### src/rtl/sdmac_pkg.sv
// Purpose: shared CNTR register constants for the SDMAC control block.
// Latency: n/a (constants only).
// Backpressure: n/a.
package sdmac_pkg;

  localparam int CNTR_W = 6;
  localparam logic [CNTR_W-1:0] CNTR_RST = 6'b000000;

  // CNTR bit positions
  localparam int CNTR_TCEN  = 5;
  localparam int CNTR_PREST = 4;
  localparam int CNTR_PDMD  = 3;
  localparam int CNTR_INTEN = 2;
  localparam int CNTR_DDIR  = 1;
  localparam int CNTR_IO_DX = 0;

endpackage

### src/rtl/sdmac_strobe_sync.sv
// Purpose: qualify host strobes into capture (wq), commit and read-select; optional 2-flop sync (CTRL_REG_SYNC_EN).
// Latency: commit 1 clock after _DS rises, 3 clocks with CTRL_REG_SYNC_EN; read select live or +2 clocks synced.
// Backpressure: none; the host strobe paces every transfer.
module sdmac_strobe_sync
  import sdmac_pkg::*;
#(
  parameter int W = CNTR_W
) (
  input  logic         clk,
  input  logic         rst_n,
  input  logic         ena_n,
  input  logic         ds_n,
  input  logic         r_w,
  input  logic [W-1:0] din,
  output logic [W-1:0] din_q,
  output logic         wq,
  output logic         commit,
  output logic         rd_sel
);

  logic ena_s;
  logic ds_s;
  logic rw_s;
  logic pend;
  logic abort;

`ifdef CTRL_REG_SYNC_EN
  logic [1:0]   ena_sr;
  logic [1:0]   ds_sr;
  logic [1:0]   rw_sr;
  logic [W-1:0] din_s1;
  logic [W-1:0] din_s2;

  // Two-stage synchronizers; DIN is delayed identically so it stays aligned with the strobes.
  always_ff @(posedge clk) begin
    if (!rst_n) begin
      ena_sr <= 2'b11;
      ds_sr  <= 2'b11;
      rw_sr  <= 2'b11;
      din_s1 <= '0;
      din_s2 <= '0;
    end else begin
      ena_sr <= {ena_sr[0], ena_n};
      ds_sr  <= {ds_sr[0], ds_n};
      rw_sr  <= {rw_sr[0], r_w};
      din_s1 <= din;
      din_s2 <= din_s1;
    end
  end

  assign ena_s = ena_sr[1];
  assign ds_s  = ds_sr[1];
  assign rw_s  = rw_sr[1];
  assign din_q = din_s2;
`else
  assign ena_s = ena_n;
  assign ds_s  = ds_n;
  assign rw_s  = r_w;
  assign din_q = din;
`endif

  // pend is only set while _DS is low, so pend && _DS high marks the first high sample: the rising edge.
  assign wq     = !ena_s && !rw_s && !ds_s;
  assign commit = pend && ds_s;
  assign abort  = pend && !ds_s && (ena_s || rw_s);
  assign rd_sel = !ena_s && rw_s && !ds_s;

  // Pending-write flag: armed by a qualified write, cleared by commit, abort or reset.
  always_ff @(posedge clk) begin
    if (!rst_n) begin
      pend <= 1'b0;
    end else if (wq) begin
      pend <= 1'b1;
    end else if (commit || abort) begin
      pend <= 1'b0;
    end
  end

endmodule

### src/rtl/sdmac_ctrl_reg.sv
// Purpose: SDMAC CNTR register; host write/read over strobed bus, bits driven to DMA/SCSI logic (CTRL_REG_SYNC_EN optional).
// Latency: outputs update on the commit edge (1 clock after _DS rises, 3 with CTRL_REG_SYNC_EN); DOUT combinational.
// Backpressure: none; the host strobe paces every transfer.
module sdmac_ctrl_reg
  import sdmac_pkg::*;
#(
  parameter int               WIDTH   = CNTR_W,
  parameter logic [WIDTH-1:0] RST_VAL = CNTR_RST
) (
  input  logic             SCLK,
  input  logic             _RST,
  input  logic [WIDTH-1:0] DIN,
  input  logic             _ENA,
  input  logic             _DS,
  input  logic             R_W,
  output logic [WIDTH-1:0] DOUT,
  output logic             TCEN,
  output logic             PREST,
  output logic             PDMD,
  output logic             INTEN,
  output logic             DDIR,
  output logic             IO_DX
);

  logic [WIDTH-1:0] din_q;
  logic [WIDTH-1:0] cap;
  logic [WIDTH-1:0] cntr;
  logic             wq;
  logic             commit;
  logic             rd_sel;

  sdmac_strobe_sync #(
    .W (WIDTH)
  ) u_strobe (
    .clk    (SCLK),
    .rst_n  (_RST),
    .ena_n  (_ENA),
    .ds_n   (_DS),
    .r_w    (R_W),
    .din    (DIN),
    .din_q  (din_q),
    .wq     (wq),
    .commit (commit),
    .rd_sel (rd_sel)
  );

  // Shadow capture while the write strobe is held; last sampled value wins.
  always_ff @(posedge SCLK) begin
    if (!_RST) begin
      cap <= RST_VAL;
    end else if (wq) begin
      cap <= din_q;
    end
  end

  // Architectural register, loaded from the shadow only on strobe release.
  always_ff @(posedge SCLK) begin
    if (!_RST) begin
      cntr <= RST_VAL;
    end else if (commit) begin
      cntr <= cap;
    end
  end

  // Read-back gating; zero whenever the register is not being read.
  always_comb begin
    DOUT = '0;
    if (rd_sel) begin
      DOUT = cntr;
    end
  end

  assign TCEN  = cntr[CNTR_TCEN];
  assign PREST = cntr[CNTR_PREST];
  assign PDMD  = cntr[CNTR_PDMD];
  assign INTEN = cntr[CNTR_INTEN];
  assign DDIR  = cntr[CNTR_DDIR];
  assign IO_DX = cntr[CNTR_IO_DX];

endmodule

### config.mk
export PLATFORM = sky130hd
export DESIGN_NAME = sdmac_ctrl_reg
export DESIGN_NICKNAME = d
export VERILOG_FILES = /design/src/rtl/sdmac_pkg.sv /design/src/rtl/sdmac_strobe_sync.sv /design/src/rtl/sdmac_ctrl_reg.sv
export SDC_FILE = /design/constraint.sdc
export NUM_CORES = 1
export LEC_CHECK = 0
export CORE_UTILIZATION = 40
export CTS_CLUSTER_DIAMETER = 60
export CTS_CLUSTER_SIZE = 10
export DETAILED_ROUTE_END_ITERATION = 10
export PLACE_DENSITY = 0.79
export SKIP_CTS_REPAIR_TIMING = 1
export SLEW_MARGIN = 30
export SYNTH_ARGS = -nofsm -noshare
export SYNTH_HDL_FRONTEND = slang
export SYNTH_SLANG_ARGS = --single-unit
export TNS_END_PERCENT = 10
### constraint.sdc
create_clock -name SCLK -period 1.3 [get_ports SCLK]
set_clock_uncertainty 0.15 [all_clocks]
set_input_delay 0.13 -clock SCLK [delete_from_list [all_inputs] [get_ports SCLK]]
set_output_delay 0.13 -clock SCLK [all_outputs]
set_load 0.005 [all_outputs]
==> run metrics <==
run status finished clean; setup slack, reg-to-reg 0.23 ns; n_diodes 0; core area roughly 1300 sq um; CP cell instances dlymetal6s2s_1 > nor3b_4 > buf_4 > and2_1 > dlymetal6s2s_1; Placed Instances 103; Synth Register Bits 13; first-pass GRT wire length 1860 um; CTS clk-pin slew, worst paths 0.07 ns; Num CTS Buffers 3; CP arrival 0.90 ns; post-synthesis adder-cell area fraction 0; Max Transition Viols Final 0; Reg-to-Reg Start u_strobe.pend$_SDFFE_PN0P_; commonest cells after routing, fill and taps aside dlymetal6s2s_1, nand2_1, dfxtp_1; Critical-path top delay cell nor3b_4; worst endpoint required time 1.02 ns; DRT Wirelength 1200 um; CP Launch Type input pin; vias between 500 and 600; All-Layer GR Usage 0.182; post-synthesis xor/xnor area fraction 0; final hold vios 0; Clock Tree Root clkbuf_4; Area Growth Syn to Fin 62.6%; post-synthesis cell type count 14; commonest non-fill, non-tap cell in the layout dlymetal6s2s_1; Max-cap violations 0; syn nets 73; main combinational cell family by area after synthesis simple AND/OR/NAND/NOR gates; post-synthesis mux area share 0.104; Synth area leaders dfxtp_1, a21bo_2, mux2i_1; Hold WC Path Type in2reg; share of cells above drive strength 1 0.269; Seq/Total Area, Yosys 0.449; Worst Hold Launch R_W; RSZ-0062 raised after global routing false; pin count of the biggest net entering global routing 14; Hold Crit Endpoint u_strobe.pend$_SDFFE_PN0P_; Final Cycle Share 0.911; post-synthesis compound-gate area fraction 0.156; max incr delay on CP 0.26 ns; Starting Density 0.440; Post-Syn Area between 500 and 600 sq um; Met2 Wirelength about 560 um; R2R Path End cntr[1]$_SDFFE_PN0P_; dpl hpwl between 800 and 900 um; post-route minimum period 1.18 ns; Final Util 0.715; max_slew headroom 0.740; ANT nets after route 0; I/O Buffers 22; DR WL met3 between 90 and 100 um; WHS Path Cells 4; Die X 40.1 um; total grt overflow 0; clk sinks 13; worst slew pin tran 0.389 ns; Non-Filler Instances between 100 and 150; Top Layer Used met4; clock latency at the later pin of the worst-skew pair approximately 0.28 ns; CTS tree yes; # rows 13; DRT met1 WL 525 um; CP Class in2out; initial antenna violation count 0; Final setup violation count 0; share of the synthesized area in the top cell type 0.449; worst-path maximum fanout 5; die area 1600 sq um; DR vias/cell 4.92; Final #Nets ~110; vias in the first global route 426; cell taking the most area after synthesis dfxtp_1; instance count of the mapped netlist 62; Synth Area per Inst 9.34 sq um; htree depth 1; Max VDD drop 0.000541 V; cell mode on critical path dlymetal6s2s_1; CP Capture Type output port; Remaining DRCs 0; clock buffer depth 2; pwr/cell area 798 nW/um^2; simple-gate share of the synthesized area 0.257; Die Height 40.1 um; R2R depth 2; DRT Pass-1 Iters 4; gpl congestion approximately 0.73; Max Clk Rate 844 MHz; Pleak 0.584 nW; initial DRC count 12; DR WL/cell 11.1 um; I/O Pins 23; Ys Warns 0
==> cells in the mapped netlist <==
library cell	instances
dfxtp_1	13
nand2_1	12
a21bo_2	6
a21oi_1	6
and2_1	6
mux2i_1	6
nand3_1	6
and2_2	1
buf_2	1
buf_4	1
clkbuf_1	1
inv_1	1
nor3_4	1
nor3b_2	1
==> worst max-delay path by stage <==
| stage | startpoint | to | slack [ns] | cells past startpoint |
|---|---|---|---|---|
| 5_1_grt | _DS | DOUT[2] | 0.06 | 5 |
| 2_1_floorplan | u_strobe.pend$_SDFFE_PN0P_ | cntr[1]$_SDFFE_PN0P_ | 0.23 | 3 |
| 6_report | _DS | DOUT[2] | 0.12 | 5 |
| 3_5_place_dp | R_W | DOUT[1] | -0.53 | 4 |
| 4_1_cts | R_W | DOUT[0] | -0.53 | 4 |
| 3_3_place_gp | R_W | DOUT[1] | -0.50 | 4 |
==> power by group <==
group           total, W  switching [W]  internal [W]
Combinational  0.0000926      0.0000368     0.0000558
Clock           0.000247       0.000128      0.000119
Sequential      0.000412     0.00000633      0.000405
Total           0.000752       0.000171      0.000580
==> routing by layer <==
metal  global-route usage  vias up
li1                     -      271
met1                0.230      235
met2                0.262       22
met3               0.0500        3
met4                0.129        0
met5                    0        -
==> layout make-up <==
cell class,instances,area (sq um)
inverters,1,3.75
flip-flops and latches,13,265
well taps,15,18.8
fillers,104,375
multi-input cells,45,305
repair buffers,30,323
clock buffers,4,26.3
==> flip-flops by register name, indices dropped and copies added, names as in the netlist <==
register,cells
cap,6
u_strobe.pend,1
cntr,6
==> stage by stage <==
step                      cell area (sq um)  power (W)  setup TNS (ns)  hold slack, ns  setup WS [ns]
after global placement                  867   0.000509           -4.20           0.296         -0.497
final                                   942   0.000752               0           0.212          0.115
after detailed placement                867   0.000511           -4.88           0.302         -0.534
after CTS                               893   0.000758           -3.86           0.253         -0.534
after global routing                    942   0.000788               0           0.221         0.0594
after floorplan                         579   0.000450               0           0.122          0.229
==> cell families (layout without fill, tap and decap cells) <==
kind of cell           count (synthesis)  count (layout)
flip-flops                            13              13
multiplexers                           6               6
AO/OA/AOI/OAI                         12              12
AND/OR/NAND/NOR                       27              27
buffers and inverters                  4              35
==> critical path, delay by kind of cell <==
family | cells | cell delay (ns)
buffers and inverters | 3 | 0.42
AND/OR/NAND/NOR | 2 | 0.36
Power figures use the tool's default switching activity.
